<file path="src/rtl/skin_pkg.sv">
// Shared encodings and defaults for the skin detector: pixel modes, control bit
// positions, statistics counter width and the YCbCr skin thresholds.
package skin_pkg;

    localparam int CNT_W = 21;
    localparam logic [CNT_W-1:0] CNT_MAX = {CNT_W{1'b1}};

    localparam int C_DE = 0;
    localparam int C_HS = 1;
    localparam int C_VS = 2;

    localparam logic [7:0] Y_MIN_DEF  = 8'd40;
    localparam logic [7:0] CB_MIN_DEF = 8'd77;
    localparam logic [7:0] CB_MAX_DEF = 8'd127;
    localparam logic [7:0] CR_MIN_DEF = 8'd133;
    localparam logic [7:0] CR_MAX_DEF = 8'd173;

    typedef enum logic [1:0] {
        MODE_PASS      = 2'd0,
        MODE_MASK      = 2'd1,
        MODE_BINARY    = 2'd2,
        MODE_HIGHLIGHT = 2'd3
    } mode_e;

    typedef enum logic {
        WAIT_VS = 1'b0,
        COUNT   = 1'b1
    } stat_state_e;

endpackage

</file>
<file path="src/rtl/maj3_window.sv">
// Three-tap horizontal window {prev, cur, next} over the raw skin decision,
// producing the 2-of-3 majority. The window empties across blanking.
module maj3_window (
    input  logic clk,
    input  logic rst,
    input  logic next_raw,
    input  logic next_de,
    output logic maj
);

    logic prev;
    logic cur;

    always_ff @(posedge clk or negedge rst) begin
        if (!rst) begin
            prev <= 1'b0;
            cur  <= 1'b0;
        end else if (!next_de) begin
            prev <= 1'b0;
            cur  <= 1'b0;
        end else begin
            prev <= cur;
            cur  <= next_raw;
        end
    end

    // next_raw comes straight from stage 1, giving one pixel of look-ahead
    assign maj = (prev & cur) | (prev & next_raw) | (cur & next_raw);

endmodule

</file>
<file path="src/rtl/skin_detect.sv">
// YCbCr skin classifier with 3-tap majority filtering, a per-pixel output mux
// and a per-frame skin-pixel counter; three-cycle pixel latency.
//
// state   | meaning
// WAIT_VS | after reset, counter held at 0 until the first vsync rise
// COUNT   | counting filtered skin pixels; each vsync rise reports and restarts
module skin_detect
    import skin_pkg::*;
#(
    parameter logic [7:0] Y_MIN  = Y_MIN_DEF,
    parameter logic [7:0] CB_MIN = CB_MIN_DEF,
    parameter logic [7:0] CB_MAX = CB_MAX_DEF,
    parameter logic [7:0] CR_MIN = CR_MIN_DEF,
    parameter logic [7:0] CR_MAX = CR_MAX_DEF
) (
    input  logic             clk,
    input  logic             rst,
    input  logic [7:0]       in_r,
    input  logic [7:0]       in_g,
    input  logic [7:0]       in_b,
    input  logic [2:0]       in_c,
    input  logic [7:0]       in_y,
    input  logic [7:0]       in_cb,
    input  logic [7:0]       in_cr,
    input  logic [1:0]       mode,
    output logic [7:0]       out_r,
    output logic [7:0]       out_g,
    output logic [7:0]       out_b,
    output logic [2:0]       out_c,
    output logic             skin_flag,
    output logic [CNT_W-1:0] frame_skin_count,
    output logic             frame_done
);

    logic       raw_d;
    logic       s1_raw;
    logic [7:0] s1_r, s1_g, s1_b;
    logic [2:0] s1_c;
    logic [7:0] s2_r, s2_g, s2_b;
    logic [2:0] s2_c;
    logic [1:0] s2_mode;
    logic       maj;
    logic       flag;
    logic [7:0] pix_r, pix_g, pix_b;

    assign raw_d = (in_y >= Y_MIN) &&
                   (in_cb >= CB_MIN) && (in_cb <= CB_MAX) &&
                   (in_cr >= CR_MIN) && (in_cr <= CR_MAX) &&
                   in_c[C_DE];

    always_ff @(posedge clk or negedge rst) begin
        if (!rst) begin
            s1_raw  <= 1'b0;
            s1_r    <= 8'd0;
            s1_g    <= 8'd0;
            s1_b    <= 8'd0;
            s1_c    <= 3'd0;
            s2_r    <= 8'd0;
            s2_g    <= 8'd0;
            s2_b    <= 8'd0;
            s2_c    <= 3'd0;
            s2_mode <= 2'd0;
        end else begin
            s1_raw  <= raw_d;
            s1_r    <= in_r;
            s1_g    <= in_g;
            s1_b    <= in_b;
            s1_c    <= in_c;
            s2_r    <= s1_r;
            s2_g    <= s1_g;
            s2_b    <= s1_b;
            s2_c    <= s1_c;
            s2_mode <= mode;
        end
    end

    maj3_window u_window (
        .clk      (clk),
        .rst      (rst),
        .next_raw (s1_raw),
        .next_de  (s1_c[C_DE]),
        .maj      (maj)
    );

    assign flag = maj & s2_c[C_DE];

    always_comb begin
        pix_r = s2_r;
        pix_g = s2_g;
        pix_b = s2_b;
        case (mode_e'(s2_mode))
            MODE_PASS: ;
            MODE_MASK: begin
                if (!flag) begin
                    pix_r = 8'd0;
                    pix_g = 8'd0;
                    pix_b = 8'd0;
                end
            end
            MODE_BINARY: begin
                pix_r = flag ? 8'hFF : 8'd0;
                pix_g = flag ? 8'hFF : 8'd0;
                pix_b = flag ? 8'hFF : 8'd0;
            end
            MODE_HIGHLIGHT: begin
                if (flag) pix_r = 8'hFF;
            end
            default: ;
        endcase
        // blanking is always black, whatever the mode
        if (!s2_c[C_DE]) begin
            pix_r = 8'd0;
            pix_g = 8'd0;
            pix_b = 8'd0;
        end
    end

    always_ff @(posedge clk or negedge rst) begin
        if (!rst) begin
            out_r     <= 8'd0;
            out_g     <= 8'd0;
            out_b     <= 8'd0;
            out_c     <= 3'd0;
            skin_flag <= 1'b0;
        end else begin
            out_r     <= pix_r;
            out_g     <= pix_g;
            out_b     <= pix_b;
            out_c     <= s2_c;
            skin_flag <= flag;
        end
    end

    stat_state_e      state_q, state_d;
    logic [CNT_W-1:0] count_q, count_d;
    logic [CNT_W-1:0] fsc_d;
    logic             done_d;
    logic             vs_prev;
    logic             vs_rise;
    logic             count_inc;

    assign vs_rise   = out_c[C_VS] & ~vs_prev;
    assign count_inc = out_c[C_DE] & skin_flag;

    always_ff @(posedge clk or negedge rst) begin
        if (!rst) begin
            state_q          <= WAIT_VS;
            count_q          <= '0;
            frame_skin_count <= '0;
            frame_done       <= 1'b0;
            vs_prev          <= 1'b0;
        end else begin
            state_q          <= state_d;
            count_q          <= count_d;
            frame_skin_count <= fsc_d;
            frame_done       <= done_d;
            vs_prev          <= out_c[C_VS];
        end
    end

    always_comb begin
        state_d = state_q;
        count_d = count_q;
        fsc_d   = frame_skin_count;
        done_d  = 1'b0;
        case (state_q)
            WAIT_VS: begin
                count_d = '0;
                if (vs_rise) state_d = COUNT;
            end
            COUNT: begin
                if (vs_rise) begin
                    fsc_d   = count_q;
                    done_d  = 1'b1;
                    // a skin pixel on the vsync edge belongs to the new frame
                    count_d = count_inc ? CNT_W'(1) : '0;
                end else if (count_inc && (count_q != CNT_MAX)) begin
                    count_d = count_q + CNT_W'(1);
                end
            end
            default: state_d = WAIT_VS;
        endcase
    end

endmodule

</file>
<file path="config.mk">
export PLATFORM = sky130hd
export DESIGN_NAME = skin_detect
export DESIGN_NICKNAME = d
export VERILOG_FILES = /design/src/rtl/skin_pkg.sv /design/src/rtl/maj3_window.sv /design/src/rtl/skin_detect.sv
export SDC_FILE = /design/constraint.sdc
export NUM_CORES = 1
export LEC_CHECK = 0
export BUFFER_PORTS_ARGS = -buffer_cell sky130_fd_sc_hd__buf_2
export CAP_MARGIN = 10
export CORE_MARGIN = 10
export CORE_UTILIZATION = 40
export CTS_CLUSTER_SIZE = 10
export DETAILED_ROUTE_END_ITERATION = 8
export GPL_TIMING_DRIVEN = 0
export PLACE_DENSITY = 0.69
export SYNTH_ARGS = -nofsm -noshare
export SYNTH_HDL_FRONTEND = slang
export SYNTH_SLANG_ARGS = --single-unit
</file>
<file path="constraint.sdc">
create_clock -name clk -period 3.7 [get_ports clk]
set_input_delay 0.37 -clock clk [delete_from_list [all_inputs] [get_ports clk]]
set_output_delay 0.37 -clock clk [all_outputs]
set_load 0.02 [all_outputs]
</file>
======== After elaboration in Yosys (flattened, before gate mapping) ========
Index checks and enable logic that the tools add are counted.
Widths: inputs -> output; s select.
operators by class
  equal/unequal tests ..................... 5
  bitwise operators ....................... 10
  reduce and logical (&&, ||, !) cells .... 7
  muxes and demuxes ....................... 20
  $add $sub $neg .......................... 1
  magnitude comparators ................... 5
operators by type and width
  kind                   count
  $mux 8                 8
  $mux 21                2
  $pmux 21 s2            1
  $pmux 8 s2             2
  $pmux 8 s3             1
  $add 21x1->21 const B  1
  $ne 21x21->1 const B   1
  $ge 8x6->1 const B     1
  $ge 8x7->1 const B     1
  $ge 8x8->1 const B     1
  $le 8x7->1 const B     1
  $le 8x8->1 const B     1
  $and 1x1->1            6
  $logic_and 1x1->1      6
  $mux 1                 6
  $eq 2x2->1 const B     2
  $ne 3x1->1 const B     1
  $eq 2x1->1 const B     1
  $not 1->1              2
  $or 1x1->1             2
  $reduce_and 2->1       1
storage, ports and cells
  register bits ........................... 132
  logic and storage cells ................. 70
  input port bits ......................... 55

======== Logic depth before layout (Yosys ltp) ========
  word-level depth ........................ 7
  gate-level depth with buffers ........... 7
  gate-level depth less buffers ........... 7

======== By module ========
Synthesis repeated with hierarchy kept, for this count alone.
unflattened totals
  cell total of the unflattened synthesis .. 374
  area total of the unflattened synthesis .. 4652.0 µm²
by module, submodules not included
  module       times used  cells an instance  area each (µm²)
  skin_detect  1           369                4576.9
  maj3_window  1           5                  75.1

======== Worst setup path after synthesis ========
OpenSTA, ideal clock, no wires.
  kind .................................... register to register
  start ................................... register count_q[0]
  end ..................................... register count_q[0]
  slack ................................... 1.934 ns
  clock period less this slack ............ 1.766 ns
  data required time ...................... 3.581 ns
  data arrival time ....................... 1.648 ns
  path buffers ............................ 0
  stages on the path, launching flop included .. 7
  cells stage by stage .................... dfrtp_1 -> ha_1 -> nand2_1 -> nor3_1 -> a21oi_2 -> or3_1 -> o21a_1
on the way
  longest elaborated chain between the ends .. 4
  elaborated cells on any way between the ends .. 7
ends and longest elaborated chain
  what                      RTL line            source
  start: declaration        skin_detect.sv:135  logic [CNT_W-1:0] count_q, count_d;
  start signal: assignment  skin_detect.sv:154  count_q <= count_d;
  $add 21x1->21             skin_detect.sv:178  count_d = count_q + CNT_W'(1);
  $mux 21                   skin_detect.sv:177  end else if (count_inc && (count_q != CNT_MAX)) begin
  $mux 21                   skin_detect.sv:172  if (vs_rise) begin
  $pmux 21 s2               skin_detect.sv:166  case (state_q)
Several ways; a longest one is shown, not always the timed one. The select of a mux whose other input is x is not followed.
A chain may end at the register's enable or synchronous reset.

======== Worst setup path in the final report ========
Same ends and word-level chain as after synthesis.

==> results.py <==
metrics = {
    "timing": {
        "fin_setup_tns_ns": 0,
        "max_freq_ghz": 0.4879,
        "relSlewSlack": 0.5679,
        "setup_viol": 0,
        "tightestPinTransition_ns": 0.6432,
        "drv_slew": 0,
        "clock_skew_ns": 0.006206,
        "finalHoldViolCount": 0,
        "post-route-period-util": 0.5540,
        "min_period_ns": 2.050,
        "rsz0062_at_grt": "false",
    },
    "clocking": {
        "cts_tree": "done",
        "cts_root_buf": "clkbuf_16",
        "insertion_delay_ns": 0.41,
        "postCtsSetupBuffers": 0,
        "h-tree-depth": 4,
        "clock_sinks": 132,
        "cts_resized": 0,
        "cts.path.max_buffers": 2,
        "cts_made_buffers": 17,
        "hold_buffers": 1,
        "cts.clk_slew.worst_paths_ns": 0.06,
    },
    "placement": {
        "routabilityCongestion": 0.8682,
        "port_buffers": 101,
        "hpwl_um": 6836,
        "placedCellCount": 604,
    },
    "finish": {
        "drive_gt1_frac": 0.3225,
        "n_antenna_cell": 0,
        "final_common_cell": "dfrtp_1",
        "stdcell_count": 636,
        "nNetsFinal": 541,
        "syn_to_final_growth_pct": 28.46,
        "layout_common_cells": "132 x dfrtp_1, 100 x buf_2, 59 x nand2_1, 26 x nor2_1",
    },
    "drt": {
        "drt-total-wl_um": 9404,
        "ant_nets": 0,
        "routedWlPerCell_um": 14.79,
        "remaining_drc_errors": 0,
        "firstDrtPassIters": 5,
        "post_drt_via_cell_ratio": 4.836,
        "drt_iter0_drc": 227,
        "num_vias": 3076,
    },
    "power_and_ir_drop": {
        "p_seq_frac": 0.452,
        "switching_power_mw": 0.7164,
        "clkPwrFrac": 0.502,
        "ir_drop_mv": 0.3392,
        "p_per_area_mw_per_mm2": 556.9,
        "switching_share": 0.2143,
        "p_comb_frac": 0.046,
        "intPower_mw": 2.627,
        "p_leak_nw": 3.052,
    },
    "logic_synthesis": {
        "ys_seq_area_frac": 0.7068,
        "synth_fa_ha_area_frac": 0.01553,
        "synth_xor_xnor_area_share": 0.02436,
        "synthCells": 359,
        "synth_compound_area_frac": 0.04953,
        "synth_top_family_by_area": "simple AND/OR/NAND/NOR gates",
        "avgSynthCellArea_sq_um": 13.02,
        "synth_area_sq_mm": 0.004673,
        "muxShareOfSynthArea": 0.04525,
        "ys.flop_type": "dfrtp_1",
        "synth_fp_nets": 419,
        "yosys_warnings": 0,
        "netlist-cell-type-count": 46,
        "ys_ff_latch": 132,
        "synth_edf_count": 0,
        "synth_simple_gate_area_share": 0.1446,
        "async_reset_ff_frac": 1.000,
    },
    "grt": {
        "grt_usage": 0.1225,
        "grt_pass1_wl_um": 15880,
        "grt_pass1_vias": 3258,
        "grt_max_degree": 86,
        "grt_busiest_layer": "met2",
        "use_met1": 0.1354,
        "antenna_found_initial": 0,
        "globalRouteMet2Util": 0.1903,
        "use_met3": 0.07279,
        "grt-ovfl-total": 0,
    },
    "die": {
        "core-area_sq_mm": 0.01142,
        "rows": 39,
        "die_h_um": 128.1,
        "dieArea_sq_mm": 0.01641,
        "start_util": 0.4093,
        "die_w_um": 128.1,
        "ios": 105,
    },
    "worst_setup_path": {
        "crit_path_max_incr_delay_ns": 0.57,
        "path_depth": 6,
        "cp_top_family": "simple AND/OR/NAND/NOR gates",
        "worstSetupPathType": "reg -> reg",
        "crit_start": "count_q[0]",
        "startpoint_type": "flip-flop",
        "path_max_fanout": 5,
        "cp.required_ns": 4.00,
        "r2r_cells": 6,
        "worstSetupEndpointType": "flip-flop",
        "arrival_ns": 2.35,
        "critPathBufInv": 0,
        "slowest_stage": "nor3_1",
        "crit_chain": "ha_1, nand2_1, nor3_1, a21oi_2, or3_1, o21a_1",
        "r2r_start": "count_q[0]",
    },
    "min_path": {
        "hold_path_class": "in -> reg",
        "hold_depth": 1,
        "min_from": "mode[1]",
    },
    "flow_run": {
        "maxCapViolCount": 0,
    },
    "run_status": {
        "outcome": "finished clean",
    },
}
==> per-layer routing <==
layer | wire length (um) | vias to the layer above
li1 | - | 1459
met4 | 142 | 0
met1 | 3788 | 1501
met3 | 876 | 19
met5 | 0 | -
met2 | 4596 | 97
==> Yosys cell counts, types with 3 or more instances <==
cell      count  share of area
nand2_1      59          0.047
nor2_1       26          0.021
xnor2_1      10          0.019
a21oi_1      12          0.013
nor4_2        3         0.0080
and2_1        6         0.0080
dfrtp_1     132           0.71
o21ai_0       8         0.0086
mux2_2       17          0.041
clkbuf_1      7         0.0056
nand3_1      10          0.011
ha_1          5          0.013
inv_1         9         0.0072
nand4_1       7         0.0094
nor3_1        4         0.0043
xor2_1        3         0.0056
==> state kept, by name (all words and copies together), names as in the netlist <==
signal,flops
count_q,21
frame_skin_count,21
out_b,8
out_g,8
out_r,8
s1_b,8
s1_g,8
s1_r,8
s2_b,8
s2_g,8
s2_r,8
out_c,3
s1_c,3
s2_c,3
s2_mode,2
frame_done,1
s1_raw,1
skin_flag,1
state_q,1
u_window.cur,1
u_window.prev,1
vs_prev,1
==> worst reg2reg max path: cells and delay by family (launching register included) <==
family | cells | cell delay [ns]
simple gates | 3 | 1.03
compound gates | 2 | 0.26
flops | 1 | 0.41
fa+ha+maj | 1 | 0.25
==> through the flow <==
stage	total power, mW	area (sq um)	utilization	setup slack, ns	hold slack, ns
6_report	3.343	6003	0.5258	1.650	0.06155
5_1_grt	3.494	6003	0.5258	1.551	0.03246
4_1_cts	3.395	6003	0.5258	1.678	0.03649
3_5_place_dp	1.697	5391	0.4722	1.685	0.3295
3_3_place_gp	1.685	5358	0.4692	0.6402	0.3312
2_1_floorplan	1.599	4673	-	1.934	0.07441
==> final timing paths <==
| path | end | slack, ns |
|---|---|---|
| worst min register to register | s2_g[7] | 0.34 |
| worst max register to register | count_q[0] | 1.65 |
| worst max-delay path | count_q[0] | 1.65 |
| min in group asynchronous | s2_c[1] | 0.46 |
| worst min-delay path | s2_mode[1] | 0.06 |
| max in group asynchronous | s1_b[7] | 2.51 |
==> final cells by class <==
cell class                      instances  area, sq um
Clock inverter                         11        155.1
Fill cell                            1005         5415
Clock buffer                           20        446.7
Multi-Input combinational cell        210         1305
Timing Repair Buffer                  103        549.3
Inverter                                9        33.78
Buffer                                  8        31.28
Tap cell                              143        178.9
Sequential cell                       132         3303
==> power by group through the flow <==
stage                     Clock [mW]  Combinational [mW]  Sequential (mW)
after floorplan                    0              0.0423             1.56
after global placement             0               0.150             1.54
after detailed placement           0               0.160             1.54
after CTS                       1.72               0.161             1.51
after global routing            1.80               0.175             1.52
final                           1.68               0.155             1.51
==> logic make-up after synthesis <==
kind of cell / count (synthesis)
mux: 19
buf+inv: 17
flops: 132
simple gates: 136
xor+xnor: 13
fa+ha+maj: 6
compound gates: 36
(Power assumes the default switching activity.)
